<file path="src/rtl/fetch_unit_pkg.sv">
// Shared fetch-stage definitions: FSM state encoding plus the special
// instruction encodings that fetch and decode both need to recognise.
package fetch_unit_pkg;

  // Fetch FSM states; the encoding is visible to decode, so keep it fixed.
  typedef enum logic [1:0] {
    ST_IDLE   = 2'd0,
    ST_RUN    = 2'd1,
    ST_HALTED = 2'd2
  } fetch_state_e;

  localparam logic [31:0] FETCH_RESET_PC  = 32'd0;
  localparam logic [31:0] FETCH_HALT_WORD = 32'hFFFF_FFFF;
  localparam logic [31:0] FETCH_NOP_WORD  = 32'h0000_0000;

  // True when an instruction word is the encoding that stops fetch.
  function automatic logic is_halt_word(input logic [31:0] ins,
                                        input logic [31:0] halt_word);
    return (ins == halt_word);
  endfunction

endpackage

</file>
<file path="src/rtl/fetch_unit.sv">
// Instruction-fetch stage: owns the word-indexed program counter, drives
// the instruction memory address, and captures the returned word into an
// IF/ID register with a valid/ready handshake toward decode. Supports
// redirect with flush, back-pressure, and a HALTED state on a halt word.
module fetch_unit
  import fetch_unit_pkg::*;
#(
  parameter logic [31:0] RESET_PC  = FETCH_RESET_PC,
  parameter logic [31:0] HALT_WORD = FETCH_HALT_WORD,
  parameter logic [31:0] NOP_WORD  = FETCH_NOP_WORD
) (
  input  logic        clk,
  input  logic        rst_n,
  output logic [31:0] imem_addr,
  input  logic [31:0] imem_ins,
  input  logic        redirect_valid,
  input  logic [31:0] redirect_pc,
  input  logic        id_ready,
  output logic        if_valid,
  output logic [31:0] if_ins,
  output logic [31:0] if_pc,
  output logic        halted,
  output logic [31:0] fetch_count
);

  fetch_state_e state_q, state_d;
  logic [31:0]  pc_q, pc_d;
  logic         valid_q, valid_d;
  logic [31:0]  ins_q, ins_d;
  logic [31:0]  if_pc_q, if_pc_d;
  logic [31:0]  count_q, count_d;
  logic         halted_q;
  logic         capture;
  logic         fetched_halt;

  // Capture happens only while running, never in a redirect cycle, and only
  // when the IF/ID slot is empty or being drained by decode this cycle.
  assign capture      = (state_q == ST_RUN) && !redirect_valid && (!valid_q || id_ready);
  assign fetched_halt = is_halt_word(imem_ins, HALT_WORD);

  // Next-state logic for the FSM, program counter, IF/ID register and counter.
  // Redirect wins over everything else; otherwise capture, then consume.
  always_comb begin
    state_d = state_q;
    pc_d    = pc_q;
    valid_d = valid_q;
    ins_d   = ins_q;
    if_pc_d = if_pc_q;
    count_d = count_q;

    if (redirect_valid) begin
      pc_d    = redirect_pc;
      valid_d = 1'b0;
      ins_d   = NOP_WORD;
      state_d = ST_RUN;
    end else begin
      case (state_q)
        ST_IDLE:   state_d = ST_RUN;
        ST_RUN:    if (capture && fetched_halt) state_d = ST_HALTED;
        ST_HALTED: state_d = ST_HALTED;
        default:   state_d = ST_IDLE;
      endcase

      if (capture) begin
        ins_d   = imem_ins;
        if_pc_d = pc_q;
        valid_d = 1'b1;
        count_d = count_q + 32'd1;
        if (!fetched_halt) begin
          pc_d = pc_q + 32'd1;
        end
      end else if (id_ready && valid_q) begin
        valid_d = 1'b0;
      end
    end
  end

  // State registers; reset discards any in-flight instruction immediately.
  always_ff @(posedge clk or negedge rst_n) begin
    if (!rst_n) begin
      state_q  <= ST_IDLE;
      pc_q     <= RESET_PC;
      valid_q  <= 1'b0;
      ins_q    <= NOP_WORD;
      if_pc_q  <= 32'd0;
      count_q  <= 32'd0;
      halted_q <= 1'b0;
    end else begin
      state_q  <= state_d;
      pc_q     <= pc_d;
      valid_q  <= valid_d;
      ins_q    <= ins_d;
      if_pc_q  <= if_pc_d;
      count_q  <= count_d;
      halted_q <= (state_d == ST_HALTED);
    end
  end

  assign imem_addr   = pc_q;
  assign if_valid    = valid_q;
  assign if_ins      = ins_q;
  assign if_pc       = if_pc_q;
  assign halted      = halted_q;
  assign fetch_count = count_q;

endmodule

</file>
<file path="config.mk">
export PLATFORM = sky130hd
export DESIGN_NAME = fetch_unit
export DESIGN_NICKNAME = d
export VERILOG_FILES = /design/src/rtl/fetch_unit_pkg.sv /design/src/rtl/fetch_unit.sv
export SDC_FILE = /design/constraint.sdc
export NUM_CORES = 1
export LEC_CHECK = 0
export BUFFER_PORTS_ARGS = -buffer_cell sky130_fd_sc_hd__clkbuf_2
export CAP_MARGIN = 5
export CORE_ASPECT_RATIO = 1.1
export CORE_UTILIZATION = 30
export DETAILED_ROUTE_END_ITERATION = 8
export GPL_ROUTABILITY_DRIVEN = 0
export PLACE_DENSITY_LB_ADDON = 0.25
export SLEW_MARGIN = 5
export SYNTH_ARGS = -nofsm -noshare
export SYNTH_HDL_FRONTEND = slang
export SYNTH_SLANG_ARGS = --single-unit
</file>
<file path="constraint.sdc">
create_clock -name clk -period 4.65 [get_ports clk]
set_input_delay 0.6975 -clock clk [delete_from_list [all_inputs] [get_ports clk]]
set_output_delay 0.6975 -clock clk [all_outputs]
set_load 0.05 [all_outputs]
</file>
Word level (Yosys, flattened, before mapping)
Cells that the tools add are included.

Logic and storage cells: 38. Output and inout bits: 130. Register bits: 132. Input port bits: 68.

Bitwise gates (word level): 1. Equality and inequality tests: 5. Add/sub/neg operators: 2. Reduce and logical (&&, ||, !) cells: 12. Mux-type cells: 11.

Operator list (number): $mux 32 (5); $add 32x1->32 const B (2); $eq 32x32->1 const B (1); $pmux 2 s3 (1); $eq 2x2->1 const B (2); $logic_and 1x1->1 (4); $mux 2 (2); $reduce_and 2->1 (2); $mux 1 (3); $reduce_bool 3->1 (1); $eq 2x1->1 const B (1); $logic_not 1->1 (2); $logic_not 2->1 (1); $ne 2x2->1 const B (1); $reduce_bool 2->1 (1); $logic_or 1x1->1 (1); $not 1->1 (1).

Depth between registers and ports, before layout
Gate-level depths: netlist of run 1.

Depth in word-level cells: 8. Mapped depth: 7. Mapped depth without buffers: 6.

Worst setup path before layout of run 1
OpenSTA, ideal clock, no wires.

Kind: reg-to-reg. From: reg pc_q[0], in the netlist imem_addr[0]. To: reg pc_q[18], in the netlist imem_addr[18]. Period minus slack after synthesis: 2384 ps. Arrival time: 2261 ps. Stages on the path, launching flop included: 8. Path buffers: 1. Setup time: 123 ps. Setup slack: 2266 ps. Data required time: 4527 ps. Cells stage by stage: dfrtp_1 -> ha_1 -> nand3_2 -> or4_1 -> buf_2 -> o311a_1 -> a21oi_2 -> o21ai_1.

Longest elaborated chain between the ends: 4.

RTL lines: start, declared (line fetch_unit.sv:27) `logic [31:0] pc_q, pc_d;`; start signal, assigned (line fetch_unit.sv:90) `pc_q <= pc_d;`; $add 32x1->32 (line fetch_unit.sv:70) `pc_d = pc_q + 32'd1;`; $mux 32 (line fetch_unit.sv:69) `if (!fetched_halt) begin`; $mux 32 (line fetch_unit.sv:64) `if (capture) begin`; $mux 32 (line fetch_unit.sv:51) `if (redirect_valid) begin`.

Every way passes these cells. The select of a mux whose other input is x is not followed. A chain may end at the register's enable or synchronous reset.

Worst setup path in the final report of run 1
From: reg pc_q[0], in the netlist imem_addr[0]. To: reg pc_q[28], in the netlist imem_addr[28].

Same word-level chain as after synthesis.

==> flow_summary.toml, run 1 <==
[setup_path]
worst-path-stages = 6
start_kind = "flip-flop"
cp_cell_sequence = "ha_1, nand3_2, nor4_1, nand3_1, a221oi_1, o21ai_0"
cpPeakStageDelay_ns = 0.69
cp.required_ns = 4.92
worstRegToRegCells = 6
worstPathArrival_ns = 2.78
path_buf_inv = 0
slowest_stage = "nor4_1"
cp_max_fo = 8
critPathTopFamily = "simple AND/OR/NAND/NOR gates"
crit_type = "flip-flop to flip-flop"
end_kind = "flip-flop"

[sta]
slew_violations = 0
timing.hold.ws_ns = 0.4337
tns_ns = 0
finalWorstSetupSlack_ns = 2.144
fmax_mhz = 399.0
max_slew.worst_pin.slew_ns = 1.065
clock_skew_ns = 0.009429
hold_viol = 0
period_needed_ns = 2.506
rsz0062_at_grt = "false"
post-route-period-util = 0.5389
max-slew-margin-rel = 0.2883
finalSetupViolations = 0

[logic_synthesis]
async_reset_ff_frac = 1.000
synth-edff-count = 0
synthesis.nets = 705
synth_area_mm2 = 0.006250
ys_top_cells_by_count = "132 x dfrtp_1, 102 x nand2_1, 63 x a21oi_1, 39 x nor2_1, 36 x o21ai_0"
synth_seq_area_share = 0.5285
synth_top_area_frac = 0.5285
synth_top_cell_by_area = "dfrtp_1"
synth-seq-cells = 132
synthTopCellsByArea = "dfrtp_1 53%, nand2_1 6.1%, mux2_2 5.9%"
syn_area_per_cell_um2 = 9.842
synth_ff_type = "dfrtp_1"
synth-warning-count = 0
yosysMostFrequentCell = "dfrtp_1"
synth_cell_types = 57
syn_inst = 635

[floorplan]
boundaryPins = 198
die_x_um = 139.6
start_util = 0.3048
placementRows = 55
fp.dieArea_mm2 = 0.02141
core_area_mm2 = 0.02051
die_h_um = 153.4

[route]
wirelength_mm = 17.98
post_drt_wl_per_cell_um = 16.43
dr.pass1.iters = 5
antenna_left = 0
drcViolationCount = 0
drt_iter0_drc = 372
avgViaCountPerCell = 5.042
vias = 5516

[global_route]
grt_pass1_wl_mm = 29.00
grt-ovfl-total = 0
grt_start_max_net_pins = 109
grtUsageTotal = 0.1730
antenna_found_initial = 0
grt_pass1_vias = 5313

[layout]
diodes = 0
fin_area_mm2 = 0.008093
layout.nets = 895
fin_util = 0.3946
instances_no_fill = 1094
drive_gt1_frac = 0.3365
area_delta_synth_final_pct = 29.49

[cts]
cts_buffer_depth = 2
cts_buffers = 17
htreeDepth = 4
clk_pin_slew_ns = 0.06
cts_sinks = 132
ctsHoldBuffers = 0
clk_latency_ns = 0.43
cts_tree = "yes"
post_cts_buffers = 0
root_buffer = "clkbuf_16"
ctsResizeCount = 0

[placed_design]
pre_cts_ws_ns = 1.643
dp_cells = 1062
port_buffers = 197
dpl_cell_area_mm2 = 0.007500
hpwl_mm = 12.56

[power_and_ir_drop]
finalPower_mw = 3.733
clockPowerShare = 0.366
sequentialPowerShare = 0.381
pwr-share-comb = 0.253
p_int_mw = 2.358
peakVddDrop_v = 0.0002644
sw_frac_of_total = 0.3683
switchingPower_mw = 1.375
p_leak_nw = 3.758
powerDensity_mw_per_mm2 = 461.3

[outcome]
status = "finished, final reports clean"

[job]
maxCapViolCount = 0

[hold_path]
min-delay-path-class = "input port to asynchronous set/reset pin"
## final timing paths
| path | from | endpoint | slack (ns) |
|---|---|---|---|
| worst min-delay path | rst_n | fetch_count[21] | 0.43 |
| max in group asynchronous | rst_n | imem_addr[4] | 3.27 |
| worst max register to register | imem_addr[0] | imem_addr[28] | 2.14 |
| worst min register to register | fetch_count[31] | fetch_count[31] | 0.48 |
| worst max-delay path | imem_addr[0] | imem_addr[28] | 2.14 |
| min in group clk | fetch_count[31] | fetch_count[31] | 0.48 |
## sequential cells by signal (all words and copies together) (netlist names)
| register | cells |
|---|---|
| halted | 1 |
| imem_addr | 32 |
| state_q | 2 |
| if_ins | 32 |
| if_valid | 1 |
| if_pc | 32 |
| fetch_count | 32 |
## power by group through the flow
stage | sequential (mW) | combinational (mW) | clock (mW)
after detailed placement | 1.45 | 0.951 | 0
final | 1.42 | 0.945 | 1.37
after CTS | 1.43 | 0.955 | 1.40
after global routing | 1.45 | 1.00 | 1.45
after global placement | 1.44 | 0.948 | 0
after floorplan | 1.88 | 0.232 | 0
## placed cells by master, fill, tap and decap left out, types with 3 or more instances in the layout
| cell | instances |
|---|---|
| dfrtp_1 | 132 |
| xnor2_1 | 22 |
| buf_4 | 8 |
| nand3_1 | 25 |
| clkinv_2 | 4 |
| nor4_2 | 3 |
| a31oi_1 | 5 |
| and3_1 | 9 |
| o21ai_0 | 36 |
| and4_1 | 3 |
| clkbuf_2 | 195 |
| nor3_1 | 11 |
| clkinv_4 | 4 |
| nand2_1 | 102 |
| o31ai_1 | 3 |
| and2_1 | 3 |
| inv_1 | 6 |
| nor2b_1 | 4 |
| nor2_1 | 37 |
| o22ai_1 | 4 |
| nand4_1 | 27 |
| xor2_1 | 9 |
| a22o_1 | 4 |
| clkbuf_16 | 17 |
| mux2_2 | 33 |
| nor4_1 | 9 |
| bufinv_16 | 3 |
| nand2b_1 | 6 |
| a41o_1 | 4 |
| a31o_2 | 4 |
| a21oi_1 | 63 |
## kinds of logic after synthesis
family	Yosys count	share of synthesized area
XOR/XNOR	31	0.04344
buffers and inverters	40	0.02563
adder cells (fa/ha/maj)	2	0.004003
multiplexers	35	0.06266
flip-flops	132	0.5285
AO/OA/AOI/OAI	142	0.1359
AND/OR/NAND/NOR	253	0.1998
## layout make-up
type | count | area [um^2]
fillers | 2084 | 12410
clock buffers | 19 | 432.9
multi-input cells | 463 | 2803
flip-flops and latches | 132 | 3303
inverters | 7 | 26.28
well taps | 256 | 320.3
repair buffers | 204 | 1047
clock inverters | 13 | 160.2
## layer usage
layer / global-route usage / part of all wire
met3: 0.03822 / 0.047
met4: 0.06803 / 0.018
met2: 0.2726 / 0.47
met5: 0 / 0
met1: 0.2308 / 0.46
Power figures use the tool's default switching activity.
==> run 2: changes to the inputs <==
==> constraint.sdc (replaced) <==
create_clock -name clk -period 2.4 [get_ports clk]
set_input_delay 0.36 -clock clk [delete_from_list [all_inputs] [get_ports clk]]
set_output_delay 0.36 -clock clk [all_outputs]
set_load 0.05 [all_outputs]
==> run 2 against run 1 <==
Against the previous run:
- utilization grew 1.3 points
- sequential power up 92%
- combinational power rose by 100%
- cell area is 3.3% higher
- register-to-register slack got worse by 1.9 ns
- clock power up 110%
- maximum frequency grew 17%
- clock skew fell by 0.0018 ns
- critical path depth fell by 1
- largest cell class unchanged
- largest power group is now clock
==> flow_summary.toml, run 2 (same netlist as run 1, synthesis figures left out) <==
[cts]
clk_pin_slew_ns = 0.06
root_buffer = "clkbuf_16"
cts_buffers = 17
cts_sinks = 132
cts_tree = "yes"
cts_buffer_depth = 2
ctsResizeCount = 0
clk_latency_ns = 0.42
htreeDepth = 4

[placed_design]
port_buffers = 197
hpwl_mm = 13.20
pre_cts_ws_ns = 0.2793

[hold_path]
min-delay-path-class = "input port to flip-flop"

[floorplan]
die_h_um = 153.4
placementRows = 55
boundaryPins = 198
die_x_um = 139.6
core_area_mm2 = 0.02051
start_util = 0.3048
fp.dieArea_mm2 = 0.02141

[sta]
period_needed_ns = 2.146
finalSetupViolations = 0
post-route-period-util = 0.8942
rsz0062_at_grt = "false"
max-slew-margin-rel = 0.6765
tns_ns = 0
hold_viol = 0
max_slew.worst_pin.slew_ns = 0.4808
slew_violations = 0
fmax_mhz = 465.9
finalWorstSetupSlack_ns = 0.2538
clock_skew_ns = 0.007651

[setup_path]
slowest_stage = "or4_1"
worstPathArrival_ns = 2.43
cp_cell_sequence = "ha_1, nand3_2, or4_1, o311ai_0, o211ai_1"
start_kind = "flip-flop"
path_buf_inv = 0
cpPeakStageDelay_ns = 0.76
cp_max_fo = 10
critPathTopFamily = "simple AND/OR/NAND/NOR gates"
cp.required_ns = 2.68
crit_type = "flip-flop to flip-flop"
end_kind = "flip-flop"

[route]
wl_met3_um = 846
vias = 5642
wl_met2_mm = 8.810
wl_met1_mm = 8.425
post_drt_wl_per_cell_um = 16.51
drcViolationCount = 0
highest_layer = "met4"
antenna_left = 0
avgViaCountPerCell = 5.047
wirelength_mm = 18.46
dr.pass1.iters = 6
drt_iter0_drc = 347

[power_and_ir_drop]
powerDensity_mw_per_mm2 = 896.0
p_leak_nw = 3.908
peakVddDrop_v = 0.0005002

[outcome]
status = "finished, final reports clean"

[layout]
fill_cells = 2071
drive_gt1_frac = 0.3550
area_delta_synth_final_pct = 33.75
fin_util = 0.4076
layout.nets = 919
diodes = 0
final_common_cell = "clkbuf_2"
mostFrequentLayoutCells = "195 x clkbuf_2, 132 x dfrtp_1, 102 x nand2_1"

[global_route]
grt_pass1_wl_mm = 29.61
grt_pass1_vias = 5364
grt-ovfl-total = 0
grt_start_max_net_pins = 52
antenna_found_initial = 0
grtUsageTotal = 0.1775

[job]
maxCapViolCount = 0
run 2: cell count changes in the layout (fill, tap and decap cells not counted):
cell	previous run	this run
buf_4	8	28
buf_12	0	3
clkinv_2	4	0
clkbuf_1	2	1
dlygate4sd3_1	0	1
inv_6	0	3
clkbuf_8	0	1
bufinv_16	3	4
run 2: metrics by stage:
stage | hold WS, ns | total power, mW | instances | area (um^2)
5_1_grt | 0.1560 | 7.811 | 1118 | 8359
2_1_floorplan | 0.06441 | 4.084 | 635 | 6250
6_report | 0.1699 | 7.490 | 1118 | 8359
3_5_place_dp | 0.3207 | 4.705 | 1085 | 7710
3_3_place_gp | 0.3196 | 4.690 | 1085 | 7710
4_1_cts | 0.1515 | 7.579 | 1118 | 8359
run 2: path summary, 6_finish.rpt:
check	end	start	cells after the start	slack (ns)
setup / recovery	imem_addr[22]	imem_addr[1]	5	0.25
hold reg to reg	fetch_count[31]	fetch_count[31]	1	0.47
min in group asynchronous	fetch_count[15]	rst_n	2	0.44
hold / removal	if_ins[13]	imem_ins[13]	3	0.17
max in group asynchronous	imem_addr[7]	rst_n	3	1.32
setup reg to reg	imem_addr[22]	imem_addr[1]	5	0.25
run 2: layer usage:
| metal | GRT usage | up-vias |
|---|---|---|
| li1 | - | 2709 |
| met1 | 0.2372 | 2741 |
| met2 | 0.2785 | 167 |
| met3 | 0.03853 | 25 |
| met4 | 0.07274 | 0 |
| met5 | 0 | - |
run 2: power breakdown:
part / switching (mW) / total (mW) / internal, mW
sequential: 0.244 / 2.73 / 2.48
combinational: 1.42 / 1.92 / 0.502
clock: 1.06 / 2.84 / 1.78
total: 2.72 / 7.49 / 4.77
run 2: final cells by class:
| type | instances | area, um^2 | area share |
|---|---|---|---|
| flip-flops and latches | 132 | 3303 | 0.3952 |
| multi-input cells | 463 | 2803 | 0.3353 |
| clock inverters | 13 | 196.4 | 0.02350 |
| well taps | 256 | 320.3 | 0.03832 |
| repair buffers | 228 | 1267 | 0.1516 |
| clock buffers | 19 | 442.9 | 0.05299 |
| inverters | 7 | 26.28 | 0.003143 |
run 2: repair_timing:
| item | CTS | global route |
|---|---|---|
| setup buffers | 0 | 0 |
| hold buffers | 1 | 0 |
| endpoints found under the hold margin | 42 | 0 |
run 2: worst reg2reg max path: stages, from the launching register on:
cell and delay (ns):
dfrtp_1 0.35, ha_1 0.23, nand3_2 0.13, or4_1 0.76, o311ai_0 0.40, o211ai_1 0.14
